--- config.mk ---
export PLATFORM = sky130hd
export DESIGN_NAME = instr_encoder
export DESIGN_NICKNAME = d
export VERILOG_FILES = /design/src/rtl/mips_pkg.sv /design/src/rtl/instr_pack.sv /design/src/rtl/instr_encoder.sv
export SDC_FILE = /design/constraint.sdc
export NUM_CORES = 1
export LEC_CHECK = 0
export BUFFER_PORTS_ARGS = -buffer_cell sky130_fd_sc_hd__buf_2
export CORE_AREA = 2 2 90 92
export DETAILED_ROUTE_END_ITERATION = 8
export DIE_AREA = 0 0 92 94
export PLACE_DENSITY = 0.86
export SLEW_MARGIN = 20
export SYNTH_ARGS = -nofsm -noshare
export SYNTH_HDL_FRONTEND = slang
export SYNTH_SLANG_ARGS = --single-unit
--- constraint.sdc ---
create_clock -name clk -period 1.65 [get_ports clk]
set_input_delay 0.4125 -clock clk [delete_from_list [all_inputs] [get_ports clk]]
set_output_delay 0.4125 -clock clk [all_outputs]
set_load 0.01 [all_outputs]
--- src/rtl/mips_pkg.sv ---
// Shared MIPS encoding constants: request opcodes, word formats, opcode/funct fields.
package mips_pkg;

    typedef enum logic [4:0] {
        OP_ADDU  = 5'd0,  OP_SUBU  = 5'd1,  OP_AND   = 5'd2,  OP_OR    = 5'd3,
        OP_SLTU  = 5'd4,  OP_MFHI  = 5'd5,  OP_MFLO  = 5'd6,  OP_MULTU = 5'd7,
        OP_JR    = 5'd8,  OP_LW    = 5'd9,  OP_SW    = 5'd10, OP_BEQ   = 5'd11,
        OP_ADDIU = 5'd12, OP_ORI   = 5'd13, OP_LUI   = 5'd14, OP_BLTZ  = 5'd15,
        OP_J     = 5'd16, OP_JAL   = 5'd17, OP_MOVE  = 5'd18, OP_NOP   = 5'd19,
        OP_LI    = 5'd20
    } op_e;

    typedef enum logic [1:0] {FMT_R, FMT_I, FMT_J} fmt_e;

    localparam logic [5:0] OPC_SPECIAL = 6'b000000;
    localparam logic [5:0] OPC_REGIMM  = 6'b000001;
    localparam logic [5:0] OPC_J       = 6'b000010;
    localparam logic [5:0] OPC_JAL     = 6'b000011;
    localparam logic [5:0] OPC_BEQ     = 6'b000100;
    localparam logic [5:0] OPC_ADDIU   = 6'b001001;
    localparam logic [5:0] OPC_ORI     = 6'b001101;
    localparam logic [5:0] OPC_LUI     = 6'b001111;
    localparam logic [5:0] OPC_LW      = 6'b100011;
    localparam logic [5:0] OPC_SW      = 6'b101011;

    localparam logic [5:0] FN_JR    = 6'b001000;
    localparam logic [5:0] FN_MFHI  = 6'b010000;
    localparam logic [5:0] FN_MFLO  = 6'b010010;
    localparam logic [5:0] FN_MULTU = 6'b011001;
    localparam logic [5:0] FN_ADDU  = 6'b100001;
    localparam logic [5:0] FN_SUBU  = 6'b100011;
    localparam logic [5:0] FN_AND   = 6'b100100;
    localparam logic [5:0] FN_OR    = 6'b100101;
    localparam logic [5:0] FN_SLTU  = 6'b101011;

    localparam logic [4:0] REG_ZERO = 5'd0;

    function automatic logic fits_s16(input logic [31:0] v);
        return (v[31:15] == '0) || (v[31:15] == '1);
    endfunction

endpackage

--- src/rtl/instr_pack.sv ---
// Combinational packer: assembles one 32-bit MIPS word in R, I or J format.
module instr_pack
    import mips_pkg::*;
(
    input  fmt_e        fmt_i,
    input  logic [5:0]  op_i,
    input  logic [5:0]  funct_i,
    input  logic [4:0]  rs_i,
    input  logic [4:0]  rt_i,
    input  logic [4:0]  rd_i,
    input  logic [15:0] imm16_i,
    input  logic [25:0] target_i,
    output logic [31:0] word_o
);

    always_comb begin
        word_o = '0;
        case (fmt_i)
            FMT_R:   word_o = {OPC_SPECIAL, rs_i, rt_i, rd_i, 5'b00000, funct_i};
            FMT_I:   word_o = {op_i, rs_i, rt_i, imm16_i};
            FMT_J:   word_o = {op_i, target_i};
            default: word_o = '0;
        endcase
    end

endmodule

--- src/rtl/instr_encoder.sv ---
// Request-to-MIPS-word encoder with li expansion, immediate range checks and
// a valid/ready output stream.
module instr_encoder
    import mips_pkg::*;
(
    input  logic        clk,
    input  logic        reset,
    input  logic        req_valid,
    output logic        req_ready,
    input  logic [4:0]  req_op,
    input  logic [4:0]  req_rs,
    input  logic [4:0]  req_rt,
    input  logic [4:0]  req_rd,
    input  logic [31:0] req_imm,
    input  logic [25:0] req_target,
    output logic        out_valid,
    input  logic        out_ready,
    output logic [31:0] out_instr,
    output logic        out_last,
    output logic        err
);

    typedef enum logic [1:0] {S_IDLE, S_EMIT, S_EMIT2} state_e;

    state_e      state_q, state_d;
    logic [31:0] out_instr_q, out_instr_d;
    logic        out_last_q, out_last_d;
    logic [31:0] word2_q, word2_d;
    logic        pend2_q, pend2_d;
    logic        err_q, err_d;

    fmt_e        dec_fmt;
    logic [5:0]  dec_opc, dec_funct;
    logic [4:0]  dec_rs, dec_rt, dec_rd;
    logic [15:0] dec_imm;
    logic        dec_two, dec_bad;
    logic [31:0] word1, word2;
    logic        accept, hs, zext_ok;

    assign zext_ok = (req_imm[31:16] == '0);

    always_comb begin
        dec_fmt   = FMT_R;
        dec_opc   = OPC_SPECIAL;
        dec_funct = '0;
        dec_rs    = REG_ZERO;
        dec_rt    = REG_ZERO;
        dec_rd    = REG_ZERO;
        dec_imm   = req_imm[15:0];
        dec_two   = 1'b0;
        dec_bad   = 1'b0;
        case (req_op)
            OP_ADDU, OP_SUBU, OP_AND, OP_OR, OP_SLTU: begin
                dec_rs = req_rs; dec_rt = req_rt; dec_rd = req_rd;
                case (req_op)
                    OP_ADDU: dec_funct = FN_ADDU;
                    OP_SUBU: dec_funct = FN_SUBU;
                    OP_AND:  dec_funct = FN_AND;
                    OP_OR:   dec_funct = FN_OR;
                    default: dec_funct = FN_SLTU;
                endcase
            end
            OP_MFHI:  begin dec_rd = req_rd; dec_funct = FN_MFHI; end
            OP_MFLO:  begin dec_rd = req_rd; dec_funct = FN_MFLO; end
            OP_MULTU: begin dec_rs = req_rs; dec_rt = req_rt; dec_funct = FN_MULTU; end
            OP_JR:    begin dec_rs = req_rs; dec_funct = FN_JR; end
            OP_MOVE:  begin dec_rs = req_rs; dec_rd = req_rd; dec_funct = FN_ADDU; end
            OP_NOP:   dec_funct = FN_ADDU;
            OP_LW, OP_SW, OP_BEQ, OP_ADDIU: begin
                dec_fmt = FMT_I; dec_rs = req_rs; dec_rt = req_rt;
                dec_bad = !fits_s16(req_imm);
                case (req_op)
                    OP_LW:   dec_opc = OPC_LW;
                    OP_SW:   dec_opc = OPC_SW;
                    OP_BEQ:  dec_opc = OPC_BEQ;
                    default: dec_opc = OPC_ADDIU;
                endcase
            end
            OP_BLTZ: begin
                dec_fmt = FMT_I; dec_opc = OPC_REGIMM; dec_rs = req_rs;
                dec_bad = !fits_s16(req_imm);
            end
            OP_ORI: begin
                dec_fmt = FMT_I; dec_opc = OPC_ORI; dec_rs = req_rs; dec_rt = req_rt;
                dec_bad = !zext_ok;
            end
            OP_LUI: begin
                dec_fmt = FMT_I; dec_opc = OPC_LUI; dec_rt = req_rt;
                dec_bad = !zext_ok;
            end
            OP_J:   begin dec_fmt = FMT_J; dec_opc = OPC_J; end
            OP_JAL: begin dec_fmt = FMT_J; dec_opc = OPC_JAL; end
            OP_LI: begin
                dec_fmt = FMT_I; dec_rt = req_rt;
                if (zext_ok) begin
                    dec_opc = OPC_ORI;
                end else if (req_imm[31:15] == '1) begin
                    dec_opc = OPC_ADDIU;
                end else begin
                    dec_opc = OPC_LUI;
                    dec_imm = req_imm[31:16];
                    dec_two = (req_imm[15:0] != '0);
                end
            end
            default: dec_bad = 1'b1;
        endcase
    end

    instr_pack u_pack_first (
        .fmt_i    (dec_fmt),
        .op_i     (dec_opc),
        .funct_i  (dec_funct),
        .rs_i     (dec_rs),
        .rt_i     (dec_rt),
        .rd_i     (dec_rd),
        .imm16_i  (dec_imm),
        .target_i (req_target),
        .word_o   (word1)
    );

    // Second li word (ori rt,rt,lo) is built at acceptance so later req_* changes cannot leak in.
    instr_pack u_pack_second (
        .fmt_i    (FMT_I),
        .op_i     (OPC_ORI),
        .funct_i  (6'b000000),
        .rs_i     (req_rt),
        .rt_i     (req_rt),
        .rd_i     (REG_ZERO),
        .imm16_i  (req_imm[15:0]),
        .target_i (26'd0),
        .word_o   (word2)
    );

    always_ff @(posedge clk or negedge reset) begin
        if (!reset) begin
            state_q     <= S_IDLE;
            out_instr_q <= '0;
            out_last_q  <= 1'b0;
            word2_q     <= '0;
            pend2_q     <= 1'b0;
            err_q       <= 1'b0;
        end else begin
            state_q     <= state_d;
            out_instr_q <= out_instr_d;
            out_last_q  <= out_last_d;
            word2_q     <= word2_d;
            pend2_q     <= pend2_d;
            err_q       <= err_d;
        end
    end

    assign accept = req_valid & req_ready;

    always_comb begin
        state_d     = state_q;
        out_instr_d = out_instr_q;
        out_last_d  = out_last_q;
        word2_d     = word2_q;
        pend2_d     = pend2_q;
        err_d       = accept & dec_bad;
        unique case (state_q)
            S_IDLE:  if (accept && !dec_bad) state_d = S_EMIT;
            S_EMIT: begin
                if (hs) begin
                    if (pend2_q)                state_d = S_EMIT2;
                    else if (accept && !dec_bad) state_d = S_EMIT;
                    else                        state_d = S_IDLE;
                end
            end
            S_EMIT2: if (hs) state_d = (accept && !dec_bad) ? S_EMIT : S_IDLE;
            default: state_d = S_IDLE;
        endcase
        if (accept && !dec_bad) begin
            out_instr_d = word1;
            out_last_d  = !dec_two;
            word2_d     = word2;
            pend2_d     = dec_two;
        end else if (state_q == S_EMIT && hs && pend2_q) begin
            out_instr_d = word2_q;
            out_last_d  = 1'b1;
            pend2_d     = 1'b0;
        end
    end

    always_comb begin
        out_valid = (state_q != S_IDLE);
        hs        = out_valid & out_ready;
        req_ready = reset & ((state_q == S_IDLE) | (hs & out_last_q));
        out_instr = out_instr_q;
        out_last  = out_last_q;
        err       = err_q;
    end

endmodule

==> flow_summary.ini <==
[logic_synthesis]
synthFlopType = dfrtp_1
synth-seq-cells = 58
ys_seq_area_frac = 0.426
synthTopCellsByArea = dfrtp_1 (43%), nand2_1 (12%), a21oi_1 (5.7%)
synth_fp_nets = 475
synth_top_cell_by_area = dfrtp_1
yosys.cell_types.count = 52
synthTopCellsByCount = nand2_1 (105), dfrtp_1 (58), a21oi_1 (39)
yosysMostFrequentCell = nand2_1
synthArstFlopShare = 1.00
syn_inst = 393
syn_avg_cell_area_sq_um = 8.66
synth-edff-count = 0
yosys.area.top_type_share = 0.426
yosysWarnings = 0
synth_area_sq_um = 3400

[clock_network]
clock_latency_ns = 0.35
cts_max_level = 3
cts_buffers = 9
cts_hold_buf = 0
cts.clk_slew.worst_paths_ns = 0.07
cts_sinks = 58
clockBufferDepth = 2
cts_tree = yes
cts_root_buf = clkbuf_8

[floorplanning]
die_height_um = 94
fp-row-count = 32
dieArea_sq_um = 8650
start_util = 0.448
ioPinCount = 118
die_w_um = 92
coreArea_sq_um = 7610

[final_layout]
fin_util = 0.703
syn_to_final_growth_pct = 57.1
num_antenna_cells = 0
n_fill_cell = 540
fin_nets = 645
drive_above_1_share = 0.488

[sta]
rsz0062_at_grt = yes
fin_ws_ns = -0.369
drv_slew = 0
fin_crit_sh = 1.22
min_period_ns = 2.02
fmaxAchievable_ghz = 0.495
fin_worst_skew_ns = 0.0124
setup-violations-final = 57
hold_viol = 0
worst_pin_slew_ns = 1.05
max_slew_margin = 0.302

[setup_path]
crit_arrival_ns = 2.26
rr_worst_depth = 8
critPathCaptureType = register
r2r-start = state_q[1]
crit_fanout = 8
crit_path_start_kind = input pin
startpoint = req_imm[31]
worstPathRequired_ns = 1.89
critical_path_class = input pin to register
reg2reg_slack_ns = -0.30

[place]
place_ws_ns = -0.910
gp_congestion = 0.949
hpwl_um = 7860
port_buffers = 116

[global_route]
grt_pass1_wl_um = 19600
antenna_found_initial = 0
grt_start_max_net_pins = 59
overflow = 0
grt_usage = 0.295
grt_pass1_vias = 3893

[routing]
routedWlPerCell_um = 20.5
drt_iter0_drc = 587
vias = 4124
firstDrtPassIters = 5
viasPerCell = 6.16
wl_um = 13700
postRouteAntennaNets = 0
route.detailed.drc = 0

[job]
drv_cap = 0

[power]
power_mw = 5.59
leakage_nw = 2.57
irDropWorstVdd_v = 0.000861
power.density_nw_per_um2 = 1040

[run_status]
violations = setup timing
status = complete, but fails checks

[worst_hold_path]
min_path_type = input pin to asynchronous set/reset pin
## per-layer routing
metal	wire (um)	share of wire	GRT usage
met1	5140	0.37	0.360
met2	6620	0.48	0.482
met3	1230	0.089	0.0819
met4	751	0.055	0.150
met5	0	0	0
## flip-flops by register name (all words and copies together), names as in the netlist
| signal | cells |
|---|---|
| err | 1 |
| out_instr | 31 |
| state_q | 2 |
| word2_q | 22 |
| pend2_q | 1 |
| out_last | 1 |
## worst paths after layout
path / end
min: out_instr[17]
max in group asynchronous: out_instr[9]
max reg2reg: word2_q[13]
min in group clk: word2_q[22]
min reg2reg: word2_q[26]
max: word2_q[13]
## repair_timing
action	in CTS	in global routing
pin swaps	13	7
endpoints found under the setup margin	57	58
gates resized for setup	52	37
setup buffers	13	4
gates cloned	3	2
## metrics by stage
stage | hold WS [ns] | cells | instance area, sq um | TNS, ns
3_5_place_dp | 0.453 | 632 | 4470 | -41.56
6_report | 0.238 | 670 | 5350 | -16.60
5_1_grt | 0.292 | 670 | 5350 | -18.15
4_1_cts | 0.245 | 664 | 5140 | -10.77
2_1_floorplan | 0.117 | 393 | 3490 | -17.19
3_3_place_gp | 0.441 | 632 | 4470 | -37.00
## worst max-delay path, stage by stage
cell and delay [ns]:
buf_6 0.11, nor4_4 0.35, and4_4 0.34, o21ai_2 0.09, or3_4 0.46, buf_6 0.18
buf_16 0.15, nand2_1 0.11, nand2_1 0.06
## logic make-up (layout without fill, tap and decap cells)
group / after synthesis / in the layout / synth area share
AND/OR/NAND/NOR: 178 / 178 / 0.248
AO/OA/AOI/OAI: 108 / 108 / 0.220
flip-flops: 58 / 58 / 0.426
buffers and inverters: 31 / 206 / 0.0467
multiplexers: 15 / 15 / 0.0529
XOR/XNOR: 2 / 2 / 0.00515
other: 1 / 1 / 0.00110
## layout make-up
cell class	instances	area, sq um	area share
Multi-Input combinational cell	304	2120	0.397
Inverter	2	7.51	0.00140
Clock inverter	7	125	0.0234
Timing Repair Buffer	188	1390	0.260
Clock buffer	9	124	0.0232
Tap cell	102	128	0.0239
Sequential cell	58	1450	0.271
## placed cells by master (no fill, tap or decap), drive strengths merged, types with 4 or more instances in the layout
cell type | synthesis | layout
o21ai | 15 | 15
mux2 | 15 | 15
a222oi | 4 | 4
a221oi | 18 | 18
nand4 | 5 | 5
nand2b | 8 | 8
a21oi | 39 | 39
a31oi | 12 | 12
nor4 | 9 | 9
clkbuf | 10 | 10
nand3 | 8 | 8
a211oi | 6 | 6
nor2 | 15 | 15
buf | 19 | 187
and3 | 8 | 8
dfrtp | 58 | 58
and2 | 6 | 6
nand2 | 105 | 105
## where the power goes
part	leakage [nW]	internal (mW)	switching (mW)
clock network	0.124	1.02	0.648
logic	1.75	0.842	0.965
registers	0.698	1.85	0.273
(Power assumes the default switching activity.)
